$ cat src/rtl/l2_memory_responder.sv
// Single-outstanding L2 block responder: round-robin request arbitration, fixed-latency read, preload port.
// Optional macro L2_RESPONDER_REQUEST_COUNT_EN enables the completed-response counter on REQUEST_COUNT.
module l2_memory_responder #(
  parameter int NUM_PORTS           = 2,
  parameter int BLOCK_ADDRESS_WIDTH = 26,
  parameter int BLOCK_WIDTH         = 512,
  parameter int DEPTH_BLOCKS        = 4,
  parameter int LATENCY             = 2
) (
  input  logic                                     CLK,
  input  logic                                     RST,
  input  logic [NUM_PORTS-1:0]                     ADDRESS_VALID,
  output logic [NUM_PORTS-1:0]                     ADDRESS_READY,
  input  logic [NUM_PORTS*BLOCK_ADDRESS_WIDTH-1:0] ADDRESS,
  output logic [NUM_PORTS-1:0]                     DATA_VALID,
  input  logic [NUM_PORTS-1:0]                     DATA_READY,
  output logic [BLOCK_WIDTH-1:0]                   DATA,
  input  logic                                     LOAD_VALID,
  input  logic [BLOCK_ADDRESS_WIDTH-1:0]           LOAD_ADDRESS,
  input  logic [BLOCK_WIDTH-1:0]                   LOAD_DATA,
  output logic [31:0]                              REQUEST_COUNT
);

  localparam int IDX_W  = $clog2(DEPTH_BLOCKS);
  localparam int PORT_W = (NUM_PORTS > 1) ? $clog2(NUM_PORTS) : 1;
  localparam int CNT_W  = $clog2(LATENCY + 1);

  typedef enum logic [1:0] {IDLE, WAIT, RESPOND} state_e;

  state_e                 state_q;
  logic [PORT_W-1:0]      last_q;
  logic [PORT_W-1:0]      port_q;
  logic [IDX_W-1:0]       index_q;
  logic [CNT_W-1:0]       wait_q;
  logic [BLOCK_WIDTH-1:0] data_q;
  logic [NUM_PORTS-1:0]   valid_q;
  logic [BLOCK_WIDTH-1:0] mem_q [DEPTH_BLOCKS];

  logic [NUM_PORTS-1:0]   grant;
  logic [PORT_W-1:0]      win_port;
  logic [PORT_W-1:0]      cand_p;
  logic [IDX_W-1:0]       win_index;
  logic                   found;
  logic                   accept;
  logic                   unused_bits;
  int                     cand;

  // Round-robin search begins one past the most recently granted port.
  always_comb begin
    // NOTE: every combinational output gets a default first so no path can infer a latch.
    grant    = '0;
    win_port = last_q;
    cand_p   = '0;
    found    = 1'b0;
    cand     = 0;
    for (int k = 1; k <= NUM_PORTS; k++) begin
      cand = int'(last_q) + k;
      if (cand >= NUM_PORTS) cand = cand - NUM_PORTS;
      cand_p = PORT_W'(cand);
      if (!found && ADDRESS_VALID[cand_p]) begin
        found         = 1'b1;
        win_port      = cand_p;
        grant[cand_p] = 1'b1;
      end
    end
  end

  assign win_index     = ADDRESS[win_port*BLOCK_ADDRESS_WIDTH +: IDX_W];
  assign ADDRESS_READY = (state_q == IDLE && !RST) ? grant : '0;
  assign accept        = |ADDRESS_READY;

  always_ff @(posedge CLK) begin
    // NOTE: state registers use non-blocking assignments so every flop samples pre-edge values.
    if (RST) begin
      state_q <= IDLE;
      last_q  <= PORT_W'(NUM_PORTS - 1);
      port_q  <= '0;
      index_q <= '0;
      wait_q  <= '0;
      data_q  <= '0;
      valid_q <= '0;
    end else begin
      case (state_q)
        IDLE: begin
          if (accept) begin
            port_q  <= win_port;
            index_q <= win_index;
            last_q  <= win_port;
            wait_q  <= CNT_W'(LATENCY);
            state_q <= WAIT;
          end
        end
        WAIT: begin
          wait_q <= wait_q - CNT_W'(1);
          if (wait_q == CNT_W'(1)) begin
            data_q  <= mem_q[index_q];
            valid_q <= NUM_PORTS'(1) << port_q;
            state_q <= RESPOND;
          end
        end
        RESPOND: begin
          if (DATA_READY[port_q]) begin
            valid_q <= '0;
            state_q <= IDLE;
          end
        end
        default: state_q <= IDLE;
      endcase
    end
  end

  // A same-edge load lands after the response read above, so the old block is returned.
  always_ff @(posedge CLK) begin
    // NOTE: storage is deliberately not reset; preloaded contents survive RST.
    if (LOAD_VALID) mem_q[LOAD_ADDRESS[IDX_W-1:0]] <= LOAD_DATA;
  end

  assign DATA       = data_q;
  assign DATA_VALID = valid_q;

`ifdef L2_RESPONDER_REQUEST_COUNT_EN
  logic [31:0] req_count_q;

  always_ff @(posedge CLK) begin
    if (RST) req_count_q <= '0;
    else if (state_q == RESPOND && DATA_READY[port_q]) req_count_q <= req_count_q + 32'd1;
  end

  assign REQUEST_COUNT = req_count_q;
`else
  assign REQUEST_COUNT = '0;
`endif

  // Upper address bits alias onto the low index and are intentionally ignored.
  assign unused_bits = ^{ADDRESS, LOAD_ADDRESS};

endmodule

$ cat config.mk
export PLATFORM = sky130hd
export DESIGN_NAME = l2_memory_responder
export DESIGN_NICKNAME = d
export VERILOG_FILES = /design/src/rtl/l2_memory_responder.sv
export SDC_FILE = /design/constraint.sdc
export NUM_CORES = 2
export LEC_CHECK = 0
export CAP_MARGIN = 15
export CELL_PAD_IN_SITES_DETAIL_PLACEMENT = 0
export CELL_PAD_IN_SITES_GLOBAL_PLACEMENT = 1
export CORE_UTILIZATION = 40
export CTS_BUF_LIST = sky130_fd_sc_hd__clkbuf_8 sky130_fd_sc_hd__clkbuf_16
export DETAILED_ROUTE_END_ITERATION = 8
export PLACE_DENSITY_LB_ADDON = 0.1
export SLEW_MARGIN = 30
export SYNTH_ARGS = -nofsm -noshare
export SYNTH_HDL_FRONTEND = slang
export SYNTH_SLANG_ARGS = --single-unit
$ cat constraint.sdc
create_clock -name CLK -period 149.6 [get_ports CLK]
set_input_delay 29.92 -clock CLK [delete_from_list [all_inputs] [get_ports CLK]]
set_output_delay 29.92 -clock CLK [all_outputs]
set_load 0.01 [all_outputs]
== After elaboration in Yosys (flattened, before gate mapping) ==
Memory sizes are Yosys's and may differ from the RTL's. A register that Yosys moved wholly into a read port is not among the register bits.
Cells that the tools add are included.
Storage, ports and cells
  register bits: 10
  bits in latches: 0
  memory bits (writable): 2048
  ROM bits: 0
  input port bits: 597
  output and inout port bits: 548
  logic and storage cells: 72
  memories kept: 1
Memory list
  mem_q: words 4, bits a word 512, rd ports 1, clocked after Yosys merged registers in 1, write ports 1, line 37  | logic [BLOCK_WIDTH-1:0] mem_q [DEPTH_BLOCKS];
Cells by class
  $add $sub $neg: 5
  multiply operators: 1
  div/mod/pow operators: 0
  order comparisons: 7
  eq/ne operators: 6
  shifts and indexed selects: 2
  multiplexer cells: 28
  bitwise operators: 1
  reduce and logical (&&, ||, !) cells: 15
Operator list (count)
  $shiftx 52x7->2: 1
  $mux 2: 8
  $mux 1: 15
  $pmux 2 s2: 2
  $lt 1x2->1 const B: 3
  $ne 2x2->1 const B: 3
  $pmux 2 s3: 1
  $reduce_and 2->1: 3
  $reduce_and 3->1: 2
  $mul 1x4->5 const B: 1
  $eq 2x1->1 const B: 2
  $logic_and 1x1->1: 4
  $reduce_bool 2->1: 2
  $add 1x2->3 const B: 1
  $ge 3x2->1 const B: 1
  $add 1x1->2 const B: 1
  $demux 1 s1: 2
  $eq 2x2->1 const B: 1
  $ge 1x1->1 const B: 2
  $ge 2x2->1 const B: 1
  $logic_not 1->1: 2
  $logic_not 2->1: 1
  $or 2x2->2: 1
  $reduce_or 2->1: 1
  3 further kinds: 4

== Depth between registers and ports, before layout ==
  word-level depth: 14
  mapped depth: 7

== Worst setup path before layout ==
No wires, ideal clock.
  kind: input to register
  start: in LOAD_ADDRESS[1]
  end: mem mem_q[0][0] (enable)
  arrival: 66.811 ns
  data required time: 147.469 ns
  slack: 80.658 ns
  cell stages on the path: 1
  cell sequence: nor3b_1
RTL lines
  from (decl): line 19  | input logic [BLOCK_ADDRESS_WIDTH-1:0] LOAD_ADDRESS,
  to (decl): line 37
Straight into the memory's write port.

== Worst setup path after layout ==
  start: in RST
  end: out ADDRESS_READY[0]
On the way
  longest elaborated chain between the ends: 3
Ends and longest elaborated chain
  from (decl): line 11  | input logic RST,
  $logic_not 1->1: line 69  | assign ADDRESS_READY = (state_q == IDLE && !RST) ? grant : '0;
  $logic_and 1x1->1: line 69
  $mux 2: line 69
  to (decl): line 13  | output logic [NUM_PORTS-1:0] ADDRESS_READY,
Every way passes these cells.

==> impl_metrics.py <==
metrics = {
    "status": {
        "status": "finished, final reports clean",
    },
    "routing": {
        "vias": 43512,
        "ant_nets": 0,
        "route.detailed.drc": 0,
        "initialDrtViolationCount": 2956,
        "viasPerCell": 5.22,
        "totalWireLength_um": 235000,
        "wl_per_cell_um": 28.2,
        "first_pass_iters": 7,
    },
    "clock_tree": {
        "cts_buffer_depth": 4,
        "cts_root_buffer": "clkbuf_16",
        "cts_sinks": 2570,
        "cts_tree": "built",
        "cts_resized": 0,
        "numCtsBuffers": 293,
        "cts_hold_buf": 0,
        "clkLatencyLatePin_ns": 0.92,
        "cts-htree-levels": 5,
        "clk_pin_slew_ns": 0.06,
        "cts_post_setup_buffers_inserted": 0,
    },
    "synthesis": {
        "synth_cell_types": 36,
        "synth.most_common_cell": "edfxtp_1",
        "synth-async-reset-ratio": 0,
        "yosysWarnings": 0,
        "syn_avg_cell_area_um2": 23.0,
        "synth_top_area_frac": 0.684,
        "synthTopCellsByArea": "edfxtp_1 (68%), mux4_2 (13%), dfxtp_1 (12%)",
        "ys_seq_area_frac": 0.801,
        "synthTopCellsByCount": "edfxtp_1 (2048), dfxtp_1 (522), a22o_1 (512), mux4_2 (512), buf_2 (113)",
        "synth-seq-cells": 2570,
        "synthesis.area_um2": 89900,
        "synth-edff-count": 2048,
        "synth_top_area_cell": "edfxtp_1",
        "synthCells": 3910,
        "synth_flop_cell": "edfxtp_1",
    },
    "sta": {
        "relSlewSlack": 0.223,
        "hold_viol_final": 0,
        "min_period_ns": 62.08,
        "tns_ns": 0,
        "rsz0062_at_grt": "no",
        "setup_violations": 0,
        "slew_violations": 0,
        "finClkSkew_ns": 0.0586,
        "fmax_mhz": 16.1,
        "tightestPinTransition_ns": 1.17,
        "finalCritPeriodShare": 0.415,
        "whs_ns": 0.475,
    },
    "placement": {
        "portBuffers": 1040,
        "placed_cell_area_um2": 103000,
        "dpl.hpwl_um": 145000,
        "gp_congestion": 0.740,
    },
    "global_route": {
        "grt_max_degree": 130,
        "antenna_found_initial": 130,
        "top_usage_layer": "met2",
        "grt.met2_usage": 0.322,
        "use_met1": 0.242,
        "grt_usage": 0.205,
        "grt.met3_usage": 0.0952,
        "grt_pass1_vias": 44772,
        "grt_pass1_wl_um": 330000,
        "grt_overflow": 0,
    },
    "power": {
        "leakage_nw": 36.8,
        "peakVddDrop_mv": 0.0107,
        "cellPowerDensity_nw_per_um2": 14.1,
        "power_w": 0.00159,
    },
    "worst_setup_path": {
        "worstSetupStartpoint": "RST",
        "cp-start-kind": "input port",
        "required_ns": 119.68,
        "path_class": "input port to output port",
        "cp.arrival_ns": 32.16,
        "endpoint_kind": "output port",
        "crit_fanout": 15,
        "r2r-start": "index_q[1]$_SDFFE_PP0P_",
    },
    "finish": {
        "syn2layout_area_growth_pct": 25.5,
        "fin_util": 0.506,
        "drive_above_1_share": 0.191,
        "final_area_um2": 113000,
        "fin_nets": 5696,
        "multiInputGateArea_um2": 16500,
        "regArea_um2": 72000,
        "fillers": 17923,
    },
    "floorplanning": {
        "core_um2": 223000,
        "die_h_um": 476,
        "row_count": 173,
        "die_x_um": 476,
        "io-pin-count": 1145,
        "die_area_um2": 227000,
        "start_util": 0.403,
    },
    "worst_hold_path": {
        "worstHoldPathType": "register to register",
        "worstHoldStart": "DATA[302]$_SDFFE_PP0P_",
    },
    "run": {
        "drv_cap": 0,
    },
}
-- cells by family (layout without fill, tap and decap cells) --
group / count (synthesis) / in the layout / synth area share
flops: 2570 / 2570 / 0.801
simple gates: 29 / 29 / 0.00189
mux: 513 / 513 / 0.128
buf+inv: 265 / 1639 / 0.0175
fa+ha+maj: 1 / 1 / 0.000139
other cells: 1 / 71 / 0.0000417
compound gates: 531 / 531 / 0.0513
-- critical path: stages --
cell and delay (ns):
clkdlybuf4s50_1 0.74, or4b_2 0.80, a21oi_1 0.15, clkdlybuf4s50_1 0.56
-- power by group --
part	internal (W)	switching (W)	total [W]
Sequential	0.000804	0.00000780	0.000812
Combinational	0.0000493	0.0000475	0.0000968
Clock	0.000409	0.000275	0.000684
Total	0.00126	0.000330	0.00159
-- flip-flops by register name, indices dropped and copies added (netlist names) --
register	cells
index_q	2
mem_q	2048
last_q	1
wait_q	2
DATA	512
port_q	1
DATA_VALID	2
state_q	2
-- layer usage --
layer,wire length [um],up-vias
met5,752,-
met4,8680,118
met3,24000,518
met2,111000,1324
met1,90100,22618
li1,-,18934
-- per-stage QoR --
stage          std cells  setup WS (ns)
2_1_floorplan       3941          80.66
3_3_place_gp        7772          87.52
3_5_place_dp        7774          87.52
4_1_cts             8286          87.52
5_1_grt             8311          87.39
6_report            8329          87.52
-- cell type report --
type,instances,share of cell area
clock inverters,180,0.0113
multi-input cells,1106,0.146
diodes,39,0.000865
repair buffers,1123,0.0998
well taps,2975,0.0330
flip-flops and latches,2570,0.638
clock buffers,332,0.0706
inverters,4,0.000133
-- cells in the final DEF, fill, tap and decap left out, drive strengths merged, types with 2 or more instances in the layout --
master         instances
and2                   2
o211ai                 2
clkbuf               332
or2                    2
clkinv                72
nand2                  4
edfxtp              2048
a21oi                  9
buf                   83
mux4                 512
clkdlybuf4s50       1040
bufinv                18
a211o                  2
clkinvlp               8
dfxtp                522
conb                  32
or4b                   2
nand2b                 2
diode                 39
a311oi                 2
nand3b                 4
nor2                   7
o21ai                  2
a22o                 512
inv                   86
-- path summary, 6_finish.rpt --
path / endpoint / slack [ns] / cells after the start
setup / recovery: ADDRESS_READY[0] / 87.52 / 4
hold / removal: DATA[302]$_SDFFE_PP0P_ / 0.47 / 1
setup reg to reg: DATA[271]$_SDFFE_PP0P_ / 145.03 / 6
hold reg to reg: DATA[302]$_SDFFE_PP0P_ / 0.47 / 1
Power figures use the tool's default switching activity.
